$ cat config.mk
export PLATFORM = sky130hd
export DESIGN_NAME = trx_trigger_sequencer
export DESIGN_NICKNAME = d
export VERILOG_FILES = /design/src/rtl/trx_trigger_pkg.sv /design/src/rtl/trx_trig_downcnt.sv /design/src/rtl/trx_trigger_sequencer.sv
export SDC_FILE = /design/constraint.sdc
export NUM_CORES = 1
export LEC_CHECK = 0
export ABC_CLOCK_PERIOD_IN_PS = 9700
export BUFFER_PORTS_ARGS = -buffer_cell sky130_fd_sc_hd__buf_2
export CAP_MARGIN = 20
export CORE_ASPECT_RATIO = 2
export CORE_MARGIN = 1.5
export CORE_UTILIZATION = 40
export CTS_CLUSTER_DIAMETER = 60
export DETAILED_ROUTE_END_ITERATION = 8
export PLACE_DENSITY = 0.69
export SYNTH_ARGS = -nofsm -noshare
export SYNTH_HDL_FRONTEND = slang
export SYNTH_HIERARCHICAL = 1
export SYNTH_SLANG_ARGS = --single-unit
$ cat constraint.sdc
create_clock -name i_DesignClk_p -period 9.7 [get_ports i_DesignClk_p]
set_input_delay 1.94 -clock i_DesignClk_p [delete_from_list [all_inputs] [get_ports i_DesignClk_p]]
set_output_delay 1.94 -clock i_DesignClk_p [all_outputs]
set_load 0.01 [all_outputs]
$ cat src/rtl/trx_trigger_pkg.sv
// trx_trigger_pkg: shared state encoding, default widths and register-map field positions
package trx_trigger_pkg;
  localparam int CNT_WIDTH_DEF = 32;
  localparam int BURST_WIDTH_DEF = 16;
  typedef enum logic [5:0] {
    ST_IDLE   = 6'b000001,
    ST_ARMED  = 6'b000010,
    ST_DELAY  = 6'b000100,
    ST_ACTIVE = 6'b001000,
    ST_GAP    = 6'b010000,
    ST_DONE   = 6'b100000
  } state_t;
  // word offsets of the config fields and control bits in the bus-register block
  localparam int REG_DELAY = 0;
  localparam int REG_WIDTH = 1;
  localparam int REG_PERIOD = 2;
  localparam int REG_BURST = 3;
  localparam int REG_CTRL = 4;
  localparam int CTRL_ARM_BIT = 0;
  localparam int CTRL_ABORT_BIT = 1;
endpackage

$ cat src/rtl/trx_trig_downcnt.sv
// trx_trig_downcnt: loadable down-counter that saturates at zero and flags terminal count
module trx_trig_downcnt #(
  parameter int C_CNT_WIDTH = 32
) (
  input  logic                   clk,
  input  logic                   rst,
  input  logic                   load,
  input  logic                   en,
  input  logic [C_CNT_WIDTH-1:0] value,
  output logic                   tc
);
  logic [C_CNT_WIDTH-1:0] cnt;
  always_ff @(posedge clk or posedge rst)
    if (rst) cnt <= '0;
    else if (load) cnt <= value;
    else if (en && cnt != '0) cnt <= cnt - 1'b1;
  assign tc = cnt == '0;
endmodule

$ cat src/rtl/trx_trigger_sequencer.sv
// trx_trigger_sequencer: after arming, turns a trigger rising edge into a delayed burst of enable pulses
module trx_trigger_sequencer
  import trx_trigger_pkg::*;
#(
  parameter int C_CNT_WIDTH = CNT_WIDTH_DEF,
  parameter int C_BURST_WIDTH = BURST_WIDTH_DEF
) (
  input  logic                     i_DesignClk_p,
  input  logic                     i_Rst_p,
  input  logic                     i_TrigIn_p,
  input  logic                     i_Arm_p,
  input  logic                     i_Abort_p,
  input  logic [C_CNT_WIDTH-1:0]   i_Delay_p,
  input  logic [C_CNT_WIDTH-1:0]   i_Width_p,
  input  logic [C_CNT_WIDTH-1:0]   i_Period_p,
  input  logic [C_BURST_WIDTH-1:0] i_BurstCount_p,
  output logic                     o_En_p,
  output logic                     o_Armed_p,
  output logic                     o_Busy_p,
  output logic                     o_Done_p,
  output logic                     o_TrigMissed_p,
  output logic [C_BURST_WIDTH-1:0] o_BurstIdx_p
);
  state_t state, nxt;
  logic trig_q, trig_edge, last, tc, ld;
  logic [C_CNT_WIDTH-1:0] delay_q, width_q, gap_q, width_s, ld_val;
  logic [C_BURST_WIDTH-1:0] burst_q;
  assign trig_edge = i_TrigIn_p & ~trig_q;
  assign o_Armed_p = state == ST_ARMED;
  assign o_Busy_p = state inside {ST_DELAY, ST_ACTIVE, ST_GAP};
  assign last = o_BurstIdx_p == burst_q - 1'b1;
  assign width_s = i_Width_p == '0 ? C_CNT_WIDTH'(1) : i_Width_p;
  always_comb begin
    nxt = state;
    if (i_Abort_p && state != ST_IDLE) nxt = ST_IDLE;
    else
      case (state)
        ST_IDLE:   if (i_Arm_p) nxt = ST_ARMED;
        ST_ARMED:  if (trig_edge) nxt = delay_q != '0 ? ST_DELAY : ST_ACTIVE;
        ST_DELAY:  if (tc) nxt = ST_ACTIVE;
        ST_ACTIVE: if (tc) nxt = last ? ST_DONE : ST_GAP;
        ST_GAP:    if (tc) nxt = ST_ACTIVE;
        default:   nxt = ST_IDLE;
      endcase
  end
  // the single counter is reloaded with (phase length - 1) on every state entry
  assign ld = nxt != state;
  assign ld_val = nxt == ST_DELAY ? delay_q - 1'b1 : nxt == ST_ACTIVE ? width_q - 1'b1 : gap_q - 1'b1;
  trx_trig_downcnt #(.C_CNT_WIDTH(C_CNT_WIDTH)) u_cnt (
    .clk(i_DesignClk_p),
    .rst(i_Rst_p),
    .load(ld),
    .en(o_Busy_p),
    .value(ld_val),
    .tc(tc)
  );
  always_ff @(posedge i_DesignClk_p or posedge i_Rst_p)
    if (i_Rst_p) begin
      state <= ST_IDLE;
      trig_q <= 1'b0;
      o_En_p <= 1'b0;
      o_Done_p <= 1'b0;
      o_TrigMissed_p <= 1'b0;
      o_BurstIdx_p <= '0;
      delay_q <= '0;
      width_q <= '0;
      gap_q <= '0;
      burst_q <= '0;
    end else begin
      state <= nxt;
      trig_q <= i_TrigIn_p;
      o_En_p <= nxt == ST_ACTIVE;
      o_Done_p <= state == ST_DONE && !i_Abort_p;
      if (state == ST_IDLE && i_Arm_p) begin
        delay_q <= i_Delay_p;
        width_q <= width_s;
        // gap = max(period, width+1) - width, written so width+1 can never overflow
        gap_q <= i_Period_p > width_s ? i_Period_p - width_s : C_CNT_WIDTH'(1);
        burst_q <= i_BurstCount_p == '0 ? C_BURST_WIDTH'(1) : i_BurstCount_p;
        o_TrigMissed_p <= 1'b0;
        o_BurstIdx_p <= '0;
      end
      if (o_Busy_p && trig_edge && !i_Abort_p) o_TrigMissed_p <= 1'b1;
      if (state == ST_GAP && nxt == ST_ACTIVE) o_BurstIdx_p <= o_BurstIdx_p + 1'b1;
    end
endmodule

* Word level (Yosys, flattened, before mapping)
Index checks and enable logic that the tools add are counted.
** Word-level totals
- Register bits after elaboration :: 170
- Output and inout bits :: 21
- Logic and storage cells :: 69
** Cells by class
- Add/subtract/negate cells :: 7
- Magnitude comparators :: 1
- Equal/unequal tests :: 11
- Mux-type cells :: 19
- Bitwise operators :: 2
- Reductions and logical operators :: 18
** Operators with widths (number)
- 32-bit two-way mux :: 6
- 32-bit by 1-bit subtractor with 32-bit output, second input constant :: 4
- 32-bit logical NOT :: 2
- 32-bit nonzero test :: 2
- 16-bit two-way mux :: 3
- 6-bit two-way mux :: 6
- 32-bit > comparator :: 1
- 32-bit subtractor :: 1
- 6-bit one-hot mux with 4 select lines :: 1
- 16-bit by 1-bit adder with 16-bit output, second input constant :: 1
- 16-bit equality test :: 1
- 16-bit logical NOT :: 1
- 16-bit by 1-bit subtractor with 16-bit output, second input constant :: 1
- 6-bit by 3-bit equality test with 1-bit output, second input constant :: 2
- 6-bit by 4-bit equality test with 1-bit output, second input constant :: 2
- 1-bit logical AND :: 7
- 6-bit by 1-bit equality test with 1-bit output, second input constant :: 1
- 6-bit by 2-bit equality test with 1-bit output, second input constant :: 1
- 6-bit by 5-bit equality test with 1-bit output, second input constant :: 1
- 6-bit equality test, second input constant :: 1
- 6-bit by 1-bit != test with 1-bit output, second input constant :: 1
- 6-bit != test :: 1
- 2-bit nonzero test :: 3
- 4-bit two-way mux :: 1
- other kinds (6) :: 7

* Longest topological paths before layout
Gate-level depths: netlist of the first run.
- Depth in word-level cells :: 10
- Mapped depth :: 24
- Gate-level depth less buffers :: 19

* Modules after synthesis
The synthesis of the first run kept the hierarchy.
** Modules (own cells, without submodules)
- trx_trigger_sequencer :: times used 1, cells an instance 1185, area each 9664.3 sq um, seq. area each 3454.6 sq um
- trx_trig_downcnt :: times used 1, cells an instance 226, area each 2173.3 sq um, seq. area each 800.8 sq um

* Worst setup path after synthesis of the first run
No wires, ideal clock.
- Path kind :: input to register
- From :: in i_Abort_p
- To :: reg u_cnt.cnt[10]
- Library setup time :: 0.125 ns
- Arrival :: 5.429 ns
- Setup slack :: 4.146 ns
- Stages on the path :: 15
- Buffers on the path :: 5
- Cells stage by stage :: nor3_1 -> nand3_1 -> nand3_1 -> o21ai_2 -> buf_6 -> inv_1 -> clkbuf_1 -> clkbuf_1 -> a21oi_1 -> nor4_1 -> o221ai_1 -> clkbuf_1 -> clkinv_1 -> dlygate4sd3_1 -> mux2_2
** Between the ends
- Elaborated cells between the ends (all ways) :: 9
- Those cells by class :: 3 x eq/ne; 4 x mux; 2 x reduce/logical
** RTL lines
- start, declared :: RTL line trx_trigger_sequencer.sv:12 : input logic i_Abort_p,
- 1-bit logical AND (*) :: RTL line trx_trigger_sequencer.sv:35 : if (i_Abort_p && state != ST_IDLE) nxt = ST_IDLE;
- 6-bit two-way mux (*) :: RTL line trx_trigger_sequencer.sv:35
- via nxt[3] :: RTL line trx_trigger_sequencer.sv:24 : state_t state, nxt;
- 6-bit != test (*) :: RTL line trx_trigger_sequencer.sv:47 : assign ld = nxt != state;
- via ld :: RTL line trx_trigger_sequencer.sv:25 : logic trig_q, trig_edge, last, tc, ld;
- 32-bit two-way mux or 2-bit nonzero test (tied branches)
- end signal, assigned :: RTL line trx_trig_downcnt.sv:15 : else if (load) cnt <= value;
- end signal, assigned :: RTL line trx_trig_downcnt.sv:16 : else if (en && cnt != '0) cnt <= cnt - 1'b1;
- end, declared :: RTL line trx_trig_downcnt.sv:12 : logic [C_CNT_WIDTH-1:0] cnt;
The timed path passes the listed nets; every way through them passes the cells marked *.
A chain may end at the register's enable or synchronous reset.

* Final worst setup path of the first run
- From :: in i_Width_p[23]
- To :: reg gap_q[25]
** Between the ends
- Longest elaborated chain between the ends :: 4
- Elaborated cells between the ends (all ways) :: 5
- Those cells by class :: 1 x add/sub; 1 x order compare; 2 x mux; 1 x reduce/logical
** RTL lines
- start, declared :: RTL line trx_trigger_sequencer.sv:14 : input logic [C_CNT_WIDTH-1:0] i_Width_p,
- 32-bit logical NOT (*) :: RTL line trx_trigger_sequencer.sv:32 : assign width_s = i_Width_p == '0 ? C_CNT_WIDTH'(1) : i_Width_p;
- 32-bit two-way mux (*) :: RTL line trx_trigger_sequencer.sv:32
- via width_s[0] :: RTL line trx_trigger_sequencer.sv:26 : logic [C_CNT_WIDTH-1:0] delay_q, width_q, gap_q, width_s, ld_val;
- 32-bit subtractor or 32-bit > comparator (tied branches) :: RTL line trx_trigger_sequencer.sv:78 : gap_q <= i_Period_p > width_s ? i_Period_p - width_s : C_CNT_WIDTH'(1);
- 32-bit two-way mux (*) :: RTL line trx_trigger_sequencer.sv:78
- end signal, assigned :: RTL line trx_trigger_sequencer.sv:78
- end, declared :: RTL line trx_trigger_sequencer.sv:26
Marked as above.

==> results.sh, run 1 <==
export IMPL_status="complete, no violations"
export IMPL_place_hpwl_um=25680
export IMPL_dp_cells=1854
export IMPL_peakVddDrop_mv=0.1363
export IMPL_nNetsFinal=1667
export IMPL_cts_sinks=170
export IMPL_cts_tree="done"
export IMPL_htreeDepth=4
export IMPL_finalHoldViolCount=0
export IMPL_drv_slew=0
export IMPL_clock_fmax_ghz=0.1591
export IMPL_ys_types=92
export IMPL_end_kind="flop"
export IMPL_root_buffer="clkbuf_16"
export IMPL_ios=138
export IMPL_p_sw_mw=1.313
export IMPL_cts_resized=0
export IMPL_antenna_cells=0
export IMPL_drc=0
export IMPL_stdcell_count=1886
export IMPL_path_clk_slew_ns=0.07
export IMPL_wl_um=32790
export IMPL_min_period_ns=6.285
export IMPL_viasPerCell=5.621
export IMPL_drive_gt1_share_pct=15.79
export IMPL_syn_num_nets=1565
export IMPL_crit_required_ns=10.02
export IMPL_leakage_nw=6.276
export IMPL_rsz0062_at_grt="no"
export IMPL_drtIter0Drc=550
export IMPL_cts_buffer_depth=2
export IMPL_antenna_found_initial=0
export IMPL_ant_nets=0
export IMPL_gp_congestion=0.9589
export IMPL_p_int_mw=1.925
export IMPL_crit_type="input port to flop"
export IMPL_ctsHoldBuffers=0
export IMPL_synth_edff_count=0
export IMPL_grt_pass1_wl_um=53090
export IMPL_grt_usage_pct=21.67
export IMPL_vias=10600
export IMPL_critical_path_arrival_ns=6.61
export IMPL_syn_to_final_growth_pct=12.61
export IMPL_seq_area_frac_synth_pct=35.95
export IMPL_syn_inst=1411
export IMPL_async_flop_share_pct=100.0
export IMPL_tightest_slew_ns=1.107
export IMPL_slew_headroom_pct=24.30
export IMPL_first_global_vias=10500
export IMPL_finalInstanceArea_um2=13330
export IMPL_hp_class="flop to flop"
export IMPL_maxCapViolCount=0
export IMPL_fillers=2810
export IMPL_dr_pass1_iters=5
export IMPL_cts_buffers_inserted=17
export IMPL_die_area_um2=30700
export IMPL_place_area_um2=12740
export IMPL_clkPwrFrac_pct=21.3
export IMPL_switching_share_pct=40.55
export IMPL_start_util_pct=40.88
export IMPL_finalSetupViolCount=0
export IMPL_ys_ff_latch=170
export IMPL_synth_warnings=6
export IMPL_routedWlPerCell_um=17.39
export IMPL_portBuffers=137
export IMPL_cts_setup_buffers=0
export IMPL_die_h_um=246.3
export IMPL_startpoint_type="input port"
export IMPL_fin_worst_skew_ns=0.006909
export IMPL_min_period_over_period_pct=64.80
export IMPL_fin_setup_tns_ns=0
export IMPL_clkLatencyLatePin_ns=0.44
export IMPL_comb_power_share_pct=39.1
export IMPL_synth_flop_cell="dfrtp_1"
export IMPL_avgSynthCellArea_um2=8.390
export IMPL_die_w_um=124.6
export IMPL_grt_max_degree=103
export IMPL_fp_coreArea_um2=28960
export IMPL_seqPwrFrac_pct=39.6
export IMPL_syn_area_um2=11840
export IMPL_core_rowCount=88
export IMPL_power_mw=3.238
export IMPL_overflow=0
export IMPL_powerDensity_nw_per_um2=242.9
export IMPL_crit_path_max_fanout=32
export IMPL_final_common_cell="nand2_1"
export IMPL_layout_common_cells="nand2_1 (264), dfrtp_1 (169), buf_2 (138)"
power by group through the flow:
| stage | Clock (mW) | Combinational, mW | Sequential (mW) |
|---|---|---|---|
| final | 0.690 | 1.27 | 1.28 |
| after global routing | 0.734 | 1.43 | 1.32 |
| after CTS | 0.705 | 1.27 | 1.28 |
| after detailed placement | 0 | 1.26 | 1.29 |
| after global placement | 0 | 1.23 | 1.27 |
| after floorplan | 0 | 1.02 | 1.18 |
cell families after synthesis:
logic type / share of synthesized area (%)
AOI/OAI and AO/OA: 17.20
xor gates and xnor gates: 7.843
adders and majority gates: 3.974
buffers and inverters: 4.925
DFF: 35.95
muxes: 4.408
and+or+nand+nor: 25.71
cells in the mapped netlist (19+ instances only):
master / count / share of area, %
o21ai_0: 111 / 4.7
dfrtp_1: 169 / 36
nor3_1: 47 / 2.0
a22o_1: 30 / 2.2
a21oi_1: 53 / 2.2
xnor2_1: 69 / 5.1
nor2_1: 95 / 3.0
ha_1: 36 / 3.8
mux2_2: 19 / 1.8
xor2_1: 37 / 2.7
inv_1: 61 / 1.9
clkbuf_1: 46 / 1.5
a31oi_1: 22 / 1.2
mux2i_1: 27 / 2.3
nor4_1: 35 / 1.8
nand2_1: 265 / 8.4
nand3_1: 31 / 1.3
stage by stage:
stage	hold WS, ns	setup WS, ns	util [%]
3_3_place_gp	0.4618	3.045	43.99
3_5_place_dp	0.4688	2.940	44.01
5_1_grt	0.5057	3.000	46.03
2_1_floorplan	0.4460	4.065	-
6_report	0.4805	3.415	46.03
4_1_cts	0.4843	3.409	46.03
metal layers:
layer	part of all wire (%)	track usage, %	wire, um	vias to the layer above
li1	-	-	-	5211
met1	38	22.31	12340	5049
met2	54	41.11	17740	252
met3	2.6	2.866	859	90
met4	5.7	13.18	1854	0
met5	0	0	0	-
area by class of cell:
cell class | count | area (um2) | share of cell area [%]
clock inverter | 11 | 146.4 | 1.098
clock buffer | 21 | 440.4 | 3.304
inverter | 62 | 237.7 | 1.783
timing repair buffer | 149 | 773.2 | 5.801
tap | 360 | 450.4 | 3.379
sequential | 170 | 4255 | 31.92
multi-input combinational | 1113 | 7027 | 52.71
sequential cells by signal, summed over array words and instances (netlist names):
| signal | cells |
|---|---|
| burst_q | 16 |
| state | 6 |
| trig_q | 1 |
| o_Done_p | 1 |
| o_BurstIdx_p | 16 |
| gap_q | 32 |
| delay_q | 32 |
| width_q | 32 |
| o_TrigMissed_p | 1 |
| o_En_p | 1 |
| u_cnt/cnt | 32 |
worst max-delay path, stage by stage:
cell	delay, ns
buf_2	0.11
nor4_1	0.59
nand4_1	0.31
o21bai_1	0.34
ha_1	0.23
inv_1	0.05
fa_1	0.39
a21o_1	0.19
a221oi_1	0.58
a211o_1	0.28
a31oi_1	0.16
a21oi_1	0.32
a22o_1	0.27
nor2_1	0.07
nor3_1	0.17
nor3_2	0.07
buf_4	0.27
a32o_1	0.26
path summary, 6_finish.rpt:
| check | from | end | slack (ns) | cells past startpoint |
|---|---|---|---|---|
| setup / recovery | i_Width_p[23] | gap_q[25] | 3.41 | 18 |
| max in group asynchronous | i_Rst_p | gap_q[4] | 6.79 | 3 |
| hold reg to reg | width_q[19] | width_q[19] | 0.48 | 2 |
| hold / removal | width_q[19] | width_q[19] | 0.48 | 2 |
| setup reg to reg | u_cnt/cnt[21] | u_cnt/cnt[31] | 3.53 | 17 |
| min in group asynchronous | i_Rst_p | trig_q | 1.58 | 2 |
Note: power is estimated with default switching activity, not from simulation.
==> run 2, diff against run 1 <==
- ABC_CLOCK_PERIOD_IN_PS: 9700 -> 6560
- clock period: 9.7 -> 6.56 ns (I/O delays scaled with it)
==> results.sh, run 2 (synthesized netlist as in run 1, its figures left out) <==
export IMPL_preCtsSetupSlack_ns=0.5899
export IMPL_routedWlPerCell_um=17.59
export IMPL_start_util_pct=40.88
export IMPL_comb_power_share_pct=38.8
export IMPL_portBuffers=137
export IMPL_fin_setup_tns_ns=0
export IMPL_crit_path_max_fanout=32
export IMPL_finalHoldViolCount=0
export IMPL_r2r_cells=19
export IMPL_max_stage_delay_ns=0.51
export IMPL_nNetsFinal=1677
export IMPL_rsz0062_at_grt="no"
export IMPL_hold_depth=2
export IMPL_min_period_over_period_pct=82.24
export IMPL_p_sw_mw=1.969
export IMPL_fin_worst_skew_ns=0.006502
export IMPL_grt_pass1_wl_um=53880
export IMPL_clkLatencyLatePin_ns=0.45
export IMPL_cts_resized=0
export IMPL_clock_fmax_ghz=0.1854
export IMPL_cts_setup_buffers=0
export IMPL_antenna_found_initial=2
export IMPL_rrSetupSlack_ns=1.47
export IMPL_cts_tree="done"
export IMPL_htreeDepth=4
export IMPL_hp_class="flop to flop"
export IMPL_overflow=0
export IMPL_clkPwrFrac_pct=22.4
export IMPL_finalSetupViolCount=0
export IMPL_peakVddDrop_mv=0.1970
export IMPL_crit_type="input port to flop"
export IMPL_wl_um=33380
export IMPL_ant_nets=0
export IMPL_r2r_end="u_cnt/cnt[28]"
export IMPL_switching_share_pct=40.35
export IMPL_leakage_nw=6.360
export IMPL_cts_buffers_inserted=17
export IMPL_power_mw=4.881
export IMPL_end_kind="flop"
export IMPL_fillers=2839
export IMPL_gp_congestion=0.9359
export IMPL_place_hpwl_um=26190
export IMPL_root_buffer="clkbuf_16"
export IMPL_die_h_um=246.3
export IMPL_crit_required_ns=6.90
export IMPL_p_int_mw=2.911
export IMPL_drv_slew=0
export IMPL_vias=10680
export IMPL_layout_common_cells="nand2_1 (264), dfrtp_1 (169), buf_2 (138)"
export IMPL_slew_headroom_pct=29.15
export IMPL_dr_pass1_iters=5
export IMPL_grt_max_degree=105
export IMPL_grt_usage_pct=21.91
export IMPL_ctsHoldBuffers=0
export IMPL_slowest_stage="a221oi_1"
export IMPL_final_util_pct=46.55
export IMPL_setup_slack_ns=1.165
export IMPL_core_rowCount=88
export IMPL_powerDensity_nw_per_um2=362.0
export IMPL_first_global_vias=10720
export IMPL_die_w_um=124.6
export IMPL_drive_gt1_share_pct=16.54
export IMPL_tightest_slew_ns=1.063
export IMPL_drc=0
export IMPL_path_clk_slew_ns=0.07
export IMPL_r2r_start="u_cnt/cnt[29]"
export IMPL_min_period_ns=5.395
export IMPL_hold_ws_ns=0.4771
export IMPL_seqPwrFrac_pct=38.8
export IMPL_fp_coreArea_um2=28960
export IMPL_syn_to_final_growth_pct=13.88
export IMPL_hold_end="width_q[22]"
export IMPL_die_area_um2=30700
export IMPL_final_common_cell="nand2_1"
export IMPL_maxCapViolCount=0
export IMPL_drtIter0Drc=485
export IMPL_status="complete, no violations"
export IMPL_cts_sinks=170
export IMPL_cts_buffer_depth=2
export IMPL_critical_path_arrival_ns=5.73
export IMPL_startpoint_type="input port"
export IMPL_crit_chain="buf_2 > nor4_1 > nand4_1 > o21bai_1 > ha_1 > inv_1 > fa_1 > a21o_1 > a221oi_1 > a211o_1 > a31oi_1 > a21oi_1 > a22o_1 > nor2_1 > nor3_1 > nor3_2 > buf_4 > a32o_1"
export IMPL_min_from="width_q[22]"
export IMPL_viasPerCell=5.628
export IMPL_ios=138
run 2: cell types whose count changed in the layout (fill, tap and decap cells not counted):
| cell | before | now |
|---|---|---|
| buf_12 | 0 | 2 |
| buf_4 | 11 | 19 |
| bufinv_16 | 3 | 4 |
| clkbuf_1 | 4 | 1 |
| clkbuf_8 | 0 | 1 |
| clkinv_2 | 3 | 1 |
| clkinv_4 | 2 | 3 |
| clkinvlp_4 | 2 | 3 |
| diode_2 | 0 | 1 |
| inv_6 | 2 | 3 |
run 2: power groups by stage:
stage,logic [mW],registers (mW),clock network [mW]
5_1_grt,2.13,1.95,1.15
3_5_place_dp,1.88,1.90,0
4_1_cts,1.89,1.89,1.11
3_3_place_gp,1.83,1.88,0
2_1_floorplan,1.50,1.74,0
6_report,1.89,1.89,1.09
run 2: how the worst max path moves through the flow:
stage                             start            end  slack [ns]  depth (start not counted)
after floorplan           u_cnt/cnt[21]  u_cnt/cnt[10]        1.46                         20
after global placement    i_Width_p[16]      gap_q[27]        0.69                         18
after detailed placement  i_Width_p[16]      gap_q[27]        0.59                         18
after CTS                 i_Width_p[16]      gap_q[25]        1.06                         18
after global routing      i_Width_p[16]      gap_q[27]        0.76                         18
final                     i_Width_p[16]      gap_q[27]        1.17                         18
run 2: layer usage:
metal | vias to the layer above | share of wire (%) | global-route usage [%]
met5 | - | 0 | 0
met1 | 5042 | 36 | 22.09
met3 | 98 | 3.5 | 2.888
met4 | 0 | 6.1 | 14.06
met2 | 296 | 54 | 41.79
li1 | 5241 | - | -
run 2: through the flow:
| stage | std cells | instance area, um2 |
|---|---|---|
| floorplan | 1411 | 11840 |
| global placement | 1863 | 12840 |
| detailed placement | 1864 | 12840 |
| CTS | 1896 | 13480 |
| global route | 1897 | 13480 |
| finish | 1897 | 13480 |
run 2: layout make-up:
class                           count  area (um2)  share of cell area (%)
Antenna cell                        1       2.502                 0.01856
Clock buffer                       19       442.9                   3.286
Clock inverter                     13       191.4                   1.420
Inverter                           62       237.7                   1.764
Multi-Input combinational cell   1113        7027                   52.13
Sequential cell                   170        4255                   31.57
Tap cell                          360       450.4                   3.341
Timing Repair Buffer              159       873.3                   6.479
run 2: worst max-delay path: cells and delay by family:
kind / cells / cell delay [ns]
compound gates: 8 / 2.30
simple gates: 5 / 1.06
fa+ha+maj: 2 / 0.61
buf+inv: 3 / 0.43
==> run 3, diff against run 2 <==
- ABC_CLOCK_PERIOD_IN_PS: 6560 -> 4600
- PLACE_DENSITY: 0.69 -> 0.71
- clock period: 6.56 -> 4.6 ns (I/O delays scaled with it)
==> results.sh, run 3 (synthesized netlist as in run 1, its figures left out) <==
export IMPL_finalHoldViolCount=0
export IMPL_crit_required_ns=4.93
export IMPL_fin_worst_skew_ns=0.01807
export IMPL_drv_slew=0
export IMPL_wl_um=34120
export IMPL_cts_buffers_inserted=17
export IMPL_ff_latch_area_um2=4255
export IMPL_portBuffers=137
export IMPL_critical_path_arrival_ns=4.64
export IMPL_drive_gt1_share_pct=20.56
export IMPL_antenna_cells=0
export IMPL_hold_ws_ns=0.4857
export IMPL_grt_pass1_wl_um=55260
export IMPL_fp_coreArea_um2=28960
export IMPL_core_rowCount=88
export IMPL_peakVddDrop_mv=0.2884
export IMPL_clkLatencyLatePin_ns=0.45
export IMPL_hp_class="flop to flop"
export IMPL_die_h_um=246.3
export IMPL_fin_setup_tns_ns=0
export IMPL_min_period_ns=4.306
export IMPL_dr_pass1_iters=5
export IMPL_place_hpwl_um=26870
export IMPL_cts_tree="done"
export IMPL_drc=0
export IMPL_cts_sinks=170
export IMPL_path_clk_slew_ns=0.06
export IMPL_cts_buffer_depth=2
export IMPL_start_util_pct=40.88
export IMPL_die_w_um=124.6
export IMPL_status="complete, no violations"
export IMPL_routedWlPerCell_um=17.32
export IMPL_first_global_vias=11170
export IMPL_clock_fmax_ghz=0.2322
export IMPL_drtIter0Drc=532
export IMPL_layout_common_cells="nand2_1 (264), dfrtp_1 (169), buf_2 (137)"
export IMPL_vias=11010
export IMPL_slowest_stage="fa_1"
export IMPL_syn_to_final_growth_pct=19.32
export IMPL_overflow=0
export IMPL_slew_headroom_pct=27.94
export IMPL_maxCapViolCount=0
export IMPL_crit_top_cell="buf_4"
export IMPL_tightest_slew_ns=1.071
export IMPL_htreeDepth=4
export IMPL_power_mw=7.159
export IMPL_preCtsSetupSlack_ns=-0.3151
export IMPL_finalSetupViolCount=0
export IMPL_gp_congestion=0.9240
export IMPL_leakage_nw=6.747
export IMPL_final_common_cell="nand2_1"
export IMPL_ios=138
export IMPL_fillers=2811
export IMPL_ant_nets=0
export IMPL_setup_slack_ns=0.2939
export IMPL_crit_chain="buf_2 > nor4_2 > buf_4 > nand4_1 > buf_4 > o21bai_1 > ha_1 > inv_1 > fa_1 > a21o_1 > a221oi_2 > buf_4 > a211o_1 > a31oi_1 > a21oi_2 > a22o_1 > nor2_1 > nor3_1 > nor3_2 > buf_12 > a32o_1"
export IMPL_rsz0062_at_grt="no"
export IMPL_startpoint_type="input port"
export IMPL_end_kind="flop"
export IMPL_powerDensity_nw_per_um2=506.8
export IMPL_viasPerCell=5.591
export IMPL_root_buffer="clkbuf_16"
export IMPL_antenna_found_initial=0
export IMPL_min_period_over_period_pct=93.61
export IMPL_cts_setup_buffers=0
export IMPL_max_stage_delay_ns=0.38
export IMPL_multi_input_area_um2=7087
export IMPL_die_area_um2=30700
export IMPL_nNetsFinal=1751
export IMPL_crit_type="input port to flop"
export IMPL_grt_usage_pct=22.56
export IMPL_final_util_pct=48.78
export IMPL_grt_max_degree=101
export IMPL_crit_path_max_fanout=9
## run 3: changes by cell type in the layout (fill, tap and decap cells not counted), sizes merged
| cell | delta |
|---|---|
| inv | -1 |
| clkinv | -2 |
| buf | +74 |
| diode | -1 |
| bufinv | -1 |
| clkbuf | +4 |
## run 3: area by class of cell
type                       count  share of cell area [%]
inverter                      62                   1.674
multi-input combinational   1113                   50.17
clock buffer                  23                   3.384
sequential                   170                   30.13
timing repair buffer         233                   10.49
clock inverter                 9                  0.9655
tap                          360                   3.189
## run 3: per-stage QoR
stage | cell area [um2] | cells
3_5_place_dp | 13490 | 1938
5_1_grt | 14120 | 1970
6_report | 14120 | 1970
4_1_cts | 14100 | 1970
3_3_place_gp | 13490 | 1938
2_1_floorplan | 11880 | 1411
## run 3: per-layer routing
layer / up-vias / share of wire, % / GRT usage [%]
met1: 5258 / 37 / 22.39
met4: 0 / 5.5 / 14.30
li1: 5392 / - / -
met3: 105 / 2.4 / 2.693
met5: - / 0 / 0
met2: 259 / 55 / 43.73
## run 3: worst max-delay path: cells and delay by family
family	cells	cell delay, ns
compound gates	8	1.49
buf+inv	6	0.88
simple gates	5	0.75
fa+ha+maj	2	0.59
## run 3: report_power, final
group	internal, mW	switching (mW)
clock network	0.901	0.624
registers	2.04	0.678
logic	1.33	1.58
total	4.28	2.88
## run 3: final timing paths
path | from | endpoint | slack, ns | cells after the start
worst max-delay path | i_Width_p[23] | gap_q[25] | 0.29 | 21
worst min-delay path | width_q[23] | width_q[23] | 0.49 | 2
worst max register to register | u_cnt/cnt[7] | u_cnt/cnt[21] | 0.30 | 16
worst min register to register | width_q[23] | width_q[23] | 0.49 | 2
max in group asynchronous | i_Rst_p | state[0] | 3.12 | 3
min in group asynchronous | i_Rst_p | delay_q[9] | 0.56 | 2
## run 3: timing repair
action / CTS / global route
gates resized for setup: 0 / 4
hold buffers: 0 / 0
setup endpoints to repair: 0 / 42
